[config.mk]
export PLATFORM = sky130hd
export DESIGN_NAME = frame_buf_ctrl_flat
export DESIGN_NICKNAME = d
export VERILOG_FILES = /design/src/rtl/frame_buf_pkg.sv /design/src/rtl/frame_buf_if.sv /design/src/rtl/frame_buf_addr_cnt.sv /design/src/rtl/frame_buf_ctrl.sv /design/src/flat_wrapper.sv
export SDC_FILE = /design/constraint.sdc
export NUM_CORES = 1
export LEC_CHECK = 0
export CAP_MARGIN = 40
export CORE_MARGIN = 3
export CORE_UTILIZATION = 40
export CTS_CLUSTER_SIZE = 12
export DETAILED_ROUTE_END_ITERATION = 6
export MAX_ROUTING_LAYER = met4
export PLACE_DENSITY = 0.83
export SETUP_SLACK_MARGIN = 0.5
export SYNTH_ARGS = -nofsm -noshare
export SYNTH_HDL_FRONTEND = slang
export SYNTH_SLANG_ARGS = --single-unit
[constraint.sdc]
create_clock -name clk -period 2.15 [get_ports clk]
set_input_delay 0.43 -clock clk [delete_from_list [all_inputs] [get_ports clk]]
set_output_delay 0.43 -clock clk [all_outputs]
set_load 0.1 [all_outputs]
[src/rtl/frame_buf_pkg.sv]
// Shared types and constants for the ping-pong frame buffer controller.
package frame_buf_pkg;

  typedef enum logic {
    W_FILL = 1'b0,
    W_WAIT = 1'b1
  } wr_state_t;

  typedef enum logic {
    R_IDLE = 1'b0,
    R_SCAN = 1'b1
  } rd_state_t;

  localparam logic BANK0 = 1'b0;
  localparam logic BANK1 = 1'b1;

  localparam int DROP_CNT_W = 8;

endpackage

[src/rtl/frame_buf_if.sv]
// Pixel stream, display and data_mem signals of the frame buffer controller.
interface frame_buf_if
  import frame_buf_pkg::*;
#(
  parameter int DATA_WIDTH = 8,
  parameter int ADDR_WIDTH = 3
);

  logic                  in_valid;
  logic [DATA_WIDTH-1:0] in_data;
  logic                  in_ready;
  logic                  out_req;
  logic                  out_valid;
  logic [DATA_WIDTH-1:0] out_data;
  logic                  out_sof;
  logic                  mem_wr_en;
  logic [ADDR_WIDTH:0]   mem_wr_addr;
  logic [DATA_WIDTH-1:0] mem_wr_data;
  logic                  mem_rd_en;
  logic [ADDR_WIDTH:0]   mem_rd_addr;
  logic [DATA_WIDTH-1:0] mem_rd_data;
  logic [DROP_CNT_W-1:0] drop_cnt;

  modport slave (
    input  in_valid, in_data, out_req, mem_rd_data,
    output in_ready, out_valid, out_data, out_sof,
           mem_wr_en, mem_wr_addr, mem_wr_data, mem_rd_en, mem_rd_addr, drop_cnt
  );

  modport master (
    output in_valid, in_data, out_req, mem_rd_data,
    input  in_ready, out_valid, out_data, out_sof,
           mem_wr_en, mem_wr_addr, mem_wr_data, mem_rd_en, mem_rd_addr, drop_cnt
  );

endinterface

[src/rtl/frame_buf_addr_cnt.sv]
// Per-bank pixel address counter; wraps to zero after the last pixel of a frame.
module frame_buf_addr_cnt #(
  parameter int ADDR_WIDTH   = 3,
  parameter int FRAME_PIXELS = 8
) (
  input  logic                  clk,
  input  logic                  reset,
  input  logic                  inc,
  input  logic                  clr,
  output logic [ADDR_WIDTH-1:0] cnt,
  output logic                  last
);

  localparam logic [ADDR_WIDTH-1:0] LAST_CNT = ADDR_WIDTH'(FRAME_PIXELS - 1);

  assign last = (cnt == LAST_CNT);

  always_ff @(posedge clk or posedge reset) begin
    if (reset) begin
      cnt <= '0;
    end else if (clr || (inc && last)) begin
      cnt <= '0;
    end else if (inc) begin
      cnt <= cnt + 1'b1;
    end
  end

endmodule

[src/rtl/frame_buf_ctrl.sv]
// Ping-pong frame buffer controller over a dual-port data_mem (bank = address MSB).
// Define FRAME_BUF_DROP_EN to drop frames instead of back-pressuring the writer.
module frame_buf_ctrl
  import frame_buf_pkg::*;
#(
  parameter int DATA_WIDTH   = 8,
  parameter int ADDR_WIDTH   = 3,
  parameter int FRAME_PIXELS = 8
) (
  input logic        clk,
  input logic        reset,
  frame_buf_if.slave bus
);

  wr_state_t             wr_state;
  rd_state_t             rd_state;
  logic                  wr_bank, rd_bank, sof_pend;
  logic [ADDR_WIDTH-1:0] wr_cnt, rd_cnt;
  logic                  wr_last, rd_last;
  logic                  wr_accept, rd_accept, wr_done, swap;
  logic [DATA_WIDTH-1:0] data_hold;

  assign wr_accept = bus.in_valid & bus.in_ready;
  assign rd_accept = (rd_state == R_SCAN) & bus.out_req;
  assign wr_done   = wr_accept & wr_last;

`ifdef FRAME_BUF_DROP_EN
  logic                  drop;
  logic [DROP_CNT_W-1:0] drop_q;

  assign bus.in_ready = 1'b1;
  // Completion swaps immediately when the reader is free, else the frame is overwritten.
  assign swap         = wr_done & (rd_state == R_IDLE);
  assign drop         = wr_done & (rd_state != R_IDLE);
  assign bus.drop_cnt = drop_q;

  always_ff @(posedge clk or posedge reset) begin
    if (reset) begin
      drop_q <= '0;
    end else if (drop && (drop_q != {DROP_CNT_W{1'b1}})) begin
      drop_q <= drop_q + 1'b1;
    end
  end
`else
  assign bus.in_ready = (wr_state == W_FILL);
  assign swap         = (wr_state == W_WAIT) & (rd_state == R_IDLE);
  assign bus.drop_cnt = '0;
`endif

  assign bus.mem_wr_en   = wr_accept;
  assign bus.mem_wr_addr = {wr_bank, wr_cnt};
  assign bus.mem_wr_data = bus.in_data;
  assign bus.mem_rd_en   = rd_accept;
  assign bus.mem_rd_addr = {rd_bank, rd_cnt};
  assign bus.out_data    = bus.out_valid ? bus.mem_rd_data : data_hold;

  frame_buf_addr_cnt #(.ADDR_WIDTH(ADDR_WIDTH), .FRAME_PIXELS(FRAME_PIXELS)) u_wr_cnt (
    .clk(clk), .reset(reset), .inc(wr_accept), .clr(swap), .cnt(wr_cnt), .last(wr_last)
  );

  frame_buf_addr_cnt #(.ADDR_WIDTH(ADDR_WIDTH), .FRAME_PIXELS(FRAME_PIXELS)) u_rd_cnt (
    .clk(clk), .reset(reset), .inc(rd_accept), .clr(swap), .cnt(rd_cnt), .last(rd_last)
  );

  always_ff @(posedge clk or posedge reset) begin
    if (reset) begin
      wr_state      <= W_FILL;
      rd_state      <= R_IDLE;
      wr_bank       <= BANK0;
      rd_bank       <= BANK1;
      sof_pend      <= 1'b0;
      bus.out_valid <= 1'b0;
      bus.out_sof   <= 1'b0;
      data_hold     <= '0;
    end else begin
      bus.out_valid <= rd_accept;
      bus.out_sof   <= rd_accept & sof_pend;
      if (bus.out_valid) begin
        data_hold <= bus.mem_rd_data;
      end
      if (swap) begin
        rd_bank  <= wr_bank;
        wr_bank  <= ~wr_bank;
        wr_state <= W_FILL;
        rd_state <= R_SCAN;
        sof_pend <= 1'b1;
      end else begin
`ifndef FRAME_BUF_DROP_EN
        if (wr_done) begin
          wr_state <= W_WAIT;
        end
`endif
        if (rd_accept) begin
          sof_pend <= 1'b0;
          if (rd_last) begin
            rd_state <= R_IDLE;
          end
        end
      end
    end
  end

endmodule
[src/flat_wrapper.sv]
// flat-port wrapper written by rule: the top's interface ports become plain ports
module frame_buf_ctrl_flat import frame_buf_pkg::*;
#(
  parameter int DATA_WIDTH   = 8,
  parameter int ADDR_WIDTH   = 3,
  parameter int FRAME_PIXELS = 8
)
  (clk, reset, bus_in_valid, bus_in_data, bus_out_req, bus_mem_rd_data, bus_in_ready, bus_out_valid, bus_out_data, bus_out_sof, bus_mem_wr_en, bus_mem_wr_addr, bus_mem_wr_data, bus_mem_rd_en, bus_mem_rd_addr, bus_drop_cnt);
  frame_buf_if #(.DATA_WIDTH(DATA_WIDTH), .ADDR_WIDTH(ADDR_WIDTH)) bus_i ();
  input logic clk;
  input logic reset;
  input wire logic [$bits(bus_i.in_valid)-1:0] bus_in_valid;
  input wire logic [$bits(bus_i.in_data)-1:0] bus_in_data;
  input wire logic [$bits(bus_i.out_req)-1:0] bus_out_req;
  input wire logic [$bits(bus_i.mem_rd_data)-1:0] bus_mem_rd_data;
  output wire logic [$bits(bus_i.in_ready)-1:0] bus_in_ready;
  output wire logic [$bits(bus_i.out_valid)-1:0] bus_out_valid;
  output wire logic [$bits(bus_i.out_data)-1:0] bus_out_data;
  output wire logic [$bits(bus_i.out_sof)-1:0] bus_out_sof;
  output wire logic [$bits(bus_i.mem_wr_en)-1:0] bus_mem_wr_en;
  output wire logic [$bits(bus_i.mem_wr_addr)-1:0] bus_mem_wr_addr;
  output wire logic [$bits(bus_i.mem_wr_data)-1:0] bus_mem_wr_data;
  output wire logic [$bits(bus_i.mem_rd_en)-1:0] bus_mem_rd_en;
  output wire logic [$bits(bus_i.mem_rd_addr)-1:0] bus_mem_rd_addr;
  output wire logic [$bits(bus_i.drop_cnt)-1:0] bus_drop_cnt;
  assign bus_i.in_valid = bus_in_valid;
  assign bus_i.in_data = bus_in_data;
  assign bus_i.out_req = bus_out_req;
  assign bus_i.mem_rd_data = bus_mem_rd_data;
  assign bus_in_ready = bus_i.in_ready;
  assign bus_out_valid = bus_i.out_valid;
  assign bus_out_data = bus_i.out_data;
  assign bus_out_sof = bus_i.out_sof;
  assign bus_mem_wr_en = bus_i.mem_wr_en;
  assign bus_mem_wr_addr = bus_i.mem_wr_addr;
  assign bus_mem_wr_data = bus_i.mem_wr_data;
  assign bus_mem_rd_en = bus_i.mem_rd_en;
  assign bus_mem_rd_addr = bus_i.mem_rd_addr;
  assign bus_drop_cnt = bus_i.drop_cnt;
  frame_buf_ctrl #(.DATA_WIDTH(DATA_WIDTH), .ADDR_WIDTH(ADDR_WIDTH), .FRAME_PIXELS(FRAME_PIXELS)) u_core (.clk(clk), .reset(reset), .bus(bus_i));
endmodule
==> run_results.csv, run 1 <==
group,metric,value,unit
sta,hold_viol,0,
die,start_util,0.438,
drt,detail-route-antenna-nets,0,
synth,synth-simple-area-share,0.0962,
sta,slew_viol_final,0,
placement,io_buffers,32,
die,die_w,56.4,um
min_path,hp-class,"input port to asynchronous set/reset pin",
sta,timing.fmax,0.544,GHz
sta,setup_violations,0,
global_route,antenna_found_initial,0,
drt,wl_per_cell,14.5,um
clocking,htree_num_levels,1,
finish,synthToLayoutAreaGrowth,44.4,%
clocking,ctsHoldBuffers,0,
synth,ys_seq_elements,21,
drt,met1Wirelength,787,um
sta,fin_skew,8.28,ps
clocking,cts_inserted_buffers,3,
synth,synthAdderAreaFrac,0.0493,
critical_path,crit_path_start_kind,"register",
global_route,grt_usage,0.141,
drt,drt_iter0_drc,5,
drt,wl_met3,227,um
run,drv_cap,0,
finish,multi_input_area,399,um^2
sta,min_period,1840,ps
critical_path,required,1720,ps
critical_path,arrival,1410,ps
global_route,grt_max_degree,14,
synth,yosys_warnings,0,
sta,rsz0062_at_grt,"true",
critical_path,crit_type,"register to output pin",
clocking,insertion_delay,300,ps
die,io_pins,57,
synth,synthXorXnorAreaFrac,0.00863,
clocking,cts_tree,"yes",
synth,synth-compound-area-share,0.0555,
die,die-area,3180,um^2
drt,wl_met2,1060,um
synth,ys_types,24,
critical_path,end_kind,"output pin",
drt,vias_per_cell,4.80,
clocking,clockBufferDepth,2,
run_status,status,"finished clean",
synth,synth-seq-area-share,0.519,
sta,setup_tns,0,ps
finish,final_util,0.632,
synth,avgSynthCellArea,11.7,um^2
clocking,cts_root_buf,"clkbuf_4",
finish,antenna_cells,0,
drt,routed_wl,2130,um
die,die_h,56.4,um
finish,fin_nets,144,
synth,muxShareOfSynthArea,0.115,
global_route,overflow,0,
finish,regArea,538,um^2
sta,fin_crit_sh,0.855,
clocking,cts_sinks,21,
critical_path,path_buf_inv,1,
die,row_count,17,
critical_path,r2r_slack,570,ps
drt,first_pass_iters,4,
critical_path,critPathSlowestCell,"dfrtp_4",
critical_path,crit_chain,"mux2_4 -> buf_12",
critical_path,critPathTopFamily,"flip-flops",
drt,top_layer,"met4",
finish,drive_above_1_share,0.462,
clocking,clk_pin_slew,120,ps
drt,drc_errors,0,
synth,postSynthCellCount,87,
synth,synth_top_family_by_area,"buffers and inverters",
global_route,grt_pass1_wl,3350,um
critical_path,slowest_delay,580,ps
sta,hold_slack,440,ps
placement,hpwl,1610,um
synth,synth_area,1010,um^2
placement,gp_congestion,0.736,
die,coreArea,2320,um^2
drt,num_vias,705,
finish,fill_cells,192,
global_route,grt_pass1_vias,717,
critical_path,worstPathMaxFanout,9,
state kept, by name (all words and copies together), names as in the netlist:
signal	cells
u_core.sof_pend	1
u_core.data_hold	8
u_core.u_wr_cnt.cnt	3
u_core.bus.out_sof	1
u_core.u_rd_cnt.cnt	3
u_core.bus.out_valid	1
u_core.rd_state	1
u_core.rd_bank	1
u_core.wr_state	1
u_core.wr_bank	1
final cells by class:
type,instances,area share
clock inverter,1,0.00342
tap,28,0.0239
inverter,4,0.0102
multi-input combinational,50,0.272
timing repair buffer,40,0.307
clock buffer,3,0.0154
sequential,21,0.367
synthesized netlist by cell type (all sizes together):
library cell,instances,area share
dfrtp,20,0.49
nor2,5,0.018
nor2b,1,0.0062
inv,4,0.015
mux2,10,0.11
nand2b,4,0.025
a21oi,1,0.0049
nand2,2,0.0074
a22o,1,0.0086
or2,1,0.0062
and2,1,0.0086
o21ai,7,0.035
and2b,1,0.0074
ha,4,0.049
nand4bb,1,0.011
dfstp,1,0.026
buf,19,0.14
conb,1,0.0037
xor2,1,0.0086
and3,1,0.0062
a21o,1,0.0074
through the flow:
step	area (um^2)	cells	worst slack [ps]
2_1_floorplan	1090	94	480
3_3_place_gp	1380	136	361
5_1_grt	1470	147	269
3_5_place_dp	1380	136	313
4_1_cts	1450	146	295
6_report	1470	147	313
layer usage:
layer | track usage | vias up
met5 | - | -
met4 | 0.0644 | 0
met3 | 0.0552 | 8
met2 | 0.229 | 47
met1 | 0.152 | 327
li1 | - | 323
repair_timing:
item / CTS / global route
gates resized for setup: 5 / 2
setup buffers: 6 / 1
gates cloned: 0 / 0
setup endpoints to repair: 10 / 12
final timing paths:
| check | from | to | cells after the start |
|---|---|---|---|
| min in group clk | u_core.wr_bank | u_core.wr_bank | 1 |
| max in group asynchronous | reset | u_core.rd_bank | 3 |
| max reg2reg | u_core.wr_state | u_core.u_wr_cnt.cnt[0] | 8 |
| min reg2reg | u_core.wr_bank | u_core.wr_bank | 1 |
| min | reset | u_core.data_hold[7] | 2 |
| max | u_core.bus.out_valid | bus_out_data[7] | 2 |
cell usage in the layout, fill, tap and decap left out, types with 2 or more instances in the layout:
cell type,count
buf_4,19
dfrtp_1,13
buf_12,10
mux2_4,9
clkdlybuf4s50_1,9
conb_1,8
o21ai_0,7
dfrtp_2,6
nor2_1,5
ha_1,4
nand2b_1,3
clkbuf_4,3
inv_2,2
inv_1,2
dlygate4sd2_1,2
logic make-up after synthesis:
group / count (synthesis)
other: 1
multiplexers: 10
buffers and inverters: 23
AO/OA/AOI/OAI: 10
XOR/XNOR: 1
flip-flops: 21
adder cells (fa/ha/maj): 4
AND/OR/NAND/NOR: 17
Power of run 1 is left out: the tool's default activity adds up to more than one toggle a clock period on the data nets, which glitch-free logic cannot reach.
==> run 2: changes to the inputs <==
Settings changed: CELL_PAD_IN_SITES_DETAIL_PLACEMENT set to 1, CELL_PAD_IN_SITES_GLOBAL_PLACEMENT set to 1, CORE_UTILIZATION 40 to 30, PLACE_DENSITY 0.83 to unset, PLACE_DENSITY_LB_ADDON set to 0.1.
==> run_results.csv, run 2 (synthesized netlist as in run 1, its figures left out) <==
group,metric,value,unit
run_status,status,"finished clean",
critical_path,path_buf_inv,1,
finish,antenna_cells,0,
global_route,grt_pass1_vias,678,
drt,detail-route-antenna-nets,0,
global_route,grt_pass1_wl,3350,um
finish,reg_top3,"u_core.data_hold x8, u_core.u_rd_cnt.cnt x3, u_core.u_wr_cnt.cnt x3",
critical_path,required,1720,ps
critical_path,arrival,1400,ps
placement,gp_congestion,0.715,
die,coreArea,3130,um^2
drt,met1Wirelength,922,um
critical_path,r2r-end,"u_core.u_wr_cnt.cnt[0]",
drt,wl_met2,1020,um
global_route,overflow,0,
drt,vias_per_cell,4.33,
finish,fill_cells,334,
clocking,htree_num_levels,1,
die,row_count,20,
clocking,clockBufferDepth,2,
placement,hpwl,1700,um
die,die_h,64.2,um
sta,min_period,1830,ps
sta,setup_tns,0,ps
sta,slew-limit-headroom,0.647,
sta,fin_crit_sh,0.853,
finish,largest_reg_flops,8,
clocking,cts_tree,"yes",
placement,place_inst,152,
critical_path,reg2reg_depth,5,
finish,synthToLayoutAreaGrowth,43.5,%
drt,drc_errors,0,
finish,layout_commonest_cell,"buf_4",
global_route,grt_max_degree,15,
clocking,cts_root_buf,"clkbuf_4",
critical_path,critPathSlowestCell,"dfrtp_4",
placement,io_buffers,32,
clocking,cts_sinks,21,
die,start_util,0.324,
clocking,cts_inserted_buffers,3,
drt,wl_per_cell,13.4,um
die,io_pins,57,
min_path,hp-class,"input port to asynchronous set/reset pin",
sta,worst_pin_slew,528,ps
critical_path,end_kind,"output pin",
critical_path,crit_type,"register to output pin",
clocking,ctsHoldBuffers,0,
sta,fin_skew,2.94,ps
finish,fin_nets,141,
critical_path,slowest_delay,580,ps
sta,setup_violations,0,
run,drv_cap,0,
drt,num_vias,692,
sta,hold_viol,0,
die,die_w,64.2,um
critical_path,reg2reg_from,"u_core.wr_state",
finish,drive_above_1_share,0.431,
sta,slew_viol_final,0,
drt,top_layer,"met4",
critical_path,r2r_slack,720,ps
finish,finalNonFillerCells,160,
die,die-area,4120,um^2
clocking,clk_pin_slew,120,ps
drt,drt_iter0_drc,11,
critical_path,worstPathMaxFanout,9,
drt,first_pass_iters,2,
sta,timing.fmax,0.545,GHz
finish,regMostFlops,"u_core.data_hold",
finish,mostFrequentLayoutCells,"16 x buf_4, 13 x dfrtp_1, 10 x buf_12, 9 x mux2_4, 9 x clkdlybuf4s50_1",
critical_path,critPathTopFamily,"flip-flops",
clocking,insertion_delay,300,ps
critical_path,crit_path_start_kind,"register",
global_route,antenna_found_initial,0,
drt,routed_wl,2140,um
global_route,grt_usage,0.108,
sta,rsz0062_at_grt,"true",
drt,wl_met3,177,um
critical_path,crit_chain,"mux2_4 -> buf_12",
run 2: layout make-up:
class	instances	area [um^2]	share of cell area
Sequential cell	21	538	0.369
Timing Repair Buffer	37	432	0.296
Multi-Input combinational cell	50	389	0.267
Tap cell	44	55.1	0.0378
Clock buffer	3	22.5	0.0155
Inverter	4	15.0	0.0103
Clock inverter	1	5.00	0.00344
run 2: repair_timing:
action / 4_1_cts / 5_1_grt
pin swaps: 0 / 0
resized for setup: 3 / 2
setup endpoints to repair: 10 / 11
setup buffers: 2 / 2
run 2: stage by stage:
stage	worst slack, ps	util	hold slack (ps)	instance area, um^2
5_1_grt	259	0.466	467	1460
4_1_cts	295	0.460	468	1440
3_5_place_dp	276	0.446	486	1400
2_1_floorplan	480	-	405	1090
6_report	316	0.466	452	1460
3_3_place_gp	344	0.446	490	1400
run 2: how the worst max path moves through the flow:
stage	slack, ps	depth (start not counted)	to	startpoint
floorplan	480	2	bus_out_data[0]	u_core.bus.out_valid
global placement	340	4	bus_mem_rd_en	bus_out_req
detailed placement	280	4	bus_mem_rd_en	bus_out_req
CTS	300	2	bus_out_data[2]	u_core.bus.out_valid
global route	260	2	bus_out_data[6]	u_core.bus.out_valid
finish	320	2	bus_out_data[6]	u_core.bus.out_valid
run 2: per-layer routing:
metal / track usage / up-vias
met2: 0.161 / 31
met4: 0.0580 / 0
met1: 0.131 / 339
met5: - / -
met3: 0.0299 / 4
li1: - / 318
run 2: worst register-to-register path: cells and delay by family, from the launching register on:
family                 cells  cell delay (ps)
buffers and inverters      2              260
DFF                        1              410
and+or+nand+nor            2              400
muxes                      1              260
Power of run 2 is left out for the same reason.
==> run 3: changes to the inputs <==
Settings changed: RECOVER_POWER set to 50.
==> run_results.csv, run 3 (synthesized netlist as in run 1, its figures left out) <==
group,metric,value,unit
run_status,status,"finished clean",
critical_path,crit_type,"register to output pin",
global_route,grt_usage,0.108,
die,die_h,64.2,um
sta,hold_viol,0,
drt,num_vias,693,
global_route,grt_pass1_wl,3350,um
global_route,overflow,0,
clocking,cts_inserted_buffers,3,
die,row_count,20,
clocking,clockBufferDepth,2,
sta,setup_violations,0,
finish,drive_above_1_share,0.353,
die,die-area,4120,um^2
drt,drc_errors,0,
finish,final_util,0.457,
critical_path,end_kind,"output pin",
sta,fin_skew,0.914,ps
critical_path,crit_chain,"mux2_1 -> buf_12",
clocking,insertion_delay,300,ps
placement,place_ws,276,ps
finish,largest_reg_flops,8,
finish,mostFrequentLayoutCells,"15 x buf_4, 14 x dfrtp_1, 10 x buf_12, 8 x conb_1, 8 x clkdlybuf4s50_1",
sta,slew_viol_final,0,
global_route,antenna_found_initial,0,
placement,hpwl,1700,um
placement,place_inst,152,
sta,slew-limit-headroom,0.653,
critical_path,arrival,1450,ps
drt,drt_iter0_drc,11,
global_route,grt_pass1_vias,678,
clocking,cts_root_buf,"clkbuf_4",
finish,synthToLayoutAreaGrowth,40.8,%
critical_path,critPathSlowestCell,"dfrtp_4",
drt,wl_per_cell,13.3,um
sta,setup_slack,274,ps
sta,rsz0062_at_grt,"true",
finish,fin_nets,141,
critical_path,crit_path_start_kind,"register",
finish,reg_top3,"u_core.data_hold x8, u_core.u_rd_cnt.cnt x3, u_core.u_wr_cnt.cnt x3",
placement,io_buffers,32,
sta,min_period,1880,ps
clocking,cts_sinks,21,
global_route,grt_max_degree,15,
drt,vias_per_cell,4.33,
die,coreArea,3130,um^2
finish,regMostFlops,"u_core.data_hold",
sta,fin_crit_sh,0.872,
die,io_pins,57,
die,start_util,0.324,
clocking,htree_num_levels,1,
sta,timing.fmax,0.533,GHz
critical_path,worstPathMaxFanout,9,
drt,detail-route-antenna-nets,0,
sta,worst_pin_slew,520,ps
critical_path,required,1720,ps
finish,layout_commonest_cell,"buf_4",
finish,antenna_cells,0,
drt,routed_wl,2120,um
finish,finalNonFillerCells,160,
drt,first_pass_iters,2,
clocking,cts_tree,"yes",
clocking,clk_pin_slew,120,ps
critical_path,slowest_delay,570,ps
placement,gp_congestion,0.715,
die,die_w,64.2,um
sta,setup_tns,0,ps
min_path,hp-class,"input port to register",
run,drv_cap,0,
-- run 3: cell count changes in the layout (fill, tap and decap cells not counted) --
cell             previous run  this run
dfrtp_1                    13        14
clkdlybuf4s50_1             9         8
inv_1                       2         3
buf_4                      16        15
dlygate4sd3_1               0         1
mux2_4                      9         3
mux2_1                      1         7
clkbuf_1                    0         1
dfrtp_2                     6         5
inv_2                       2         1
-- run 3: routing by layer --
metal  global-route usage  routed length (um)  up-vias
met1                0.131                 894      339
met2                0.161                1030       31
met3               0.0299                 183        4
met5                    -                   0        -
met4               0.0580                  19        0
li1                     -                   -      319
-- run 3: per-stage QoR --
step                cell area (um^2)  hold WS [ps]
finish                          1430           458
CTS                             1440           468
detailed placement              1400           486
floorplan                       1090           405
global route                    1430           467
global placement                1400           490
-- run 3: timing repair --
action | 4_1_cts | 5_1_grt
endpoints found under the setup margin | 10 | 11
gates resized for setup | 3 | 2
hold buffers | 0 | 0
setup buffers | 2 | 2
-- run 3: area by class of cell --
| class | count | area [um^2] |
|---|---|---|
| fillers | 340 | 1700 |
| flip-flops and latches | 21 | 537 |
| repair buffers | 37 | 428 |
| multi-input cells | 50 | 367 |
| well taps | 44 | 55.1 |
| clock buffers | 3 | 22.5 |
| inverters | 4 | 15.0 |
| clock inverters | 1 | 5.00 |
-- run 3: critical path: cells and delay by family (launching register included) --
kind	cells	cell delay [ps]
flip-flops	1	570
multiplexers	1	390
buffers and inverters	1	190
-- run 3: final timing paths --
kind                                           to                 start  slack (ps)  depth (start not counted)
max in group asynchronous     u_core.data_hold[4]                 reset         830                          3
hold reg to reg                   u_core.sof_pend       u_core.sof_pend         510                          2
setup / recovery                  bus_out_data[1]  u_core.bus.out_valid         270                          2
hold / removal             u_core.u_rd_cnt.cnt[0]           bus_out_req         460                          3
min in group asynchronous  u_core.u_wr_cnt.cnt[0]                 reset         590                          2
setup reg to reg           u_core.u_wr_cnt.cnt[0]       u_core.wr_state         720                          5
Power of run 3 is left out for the same reason.
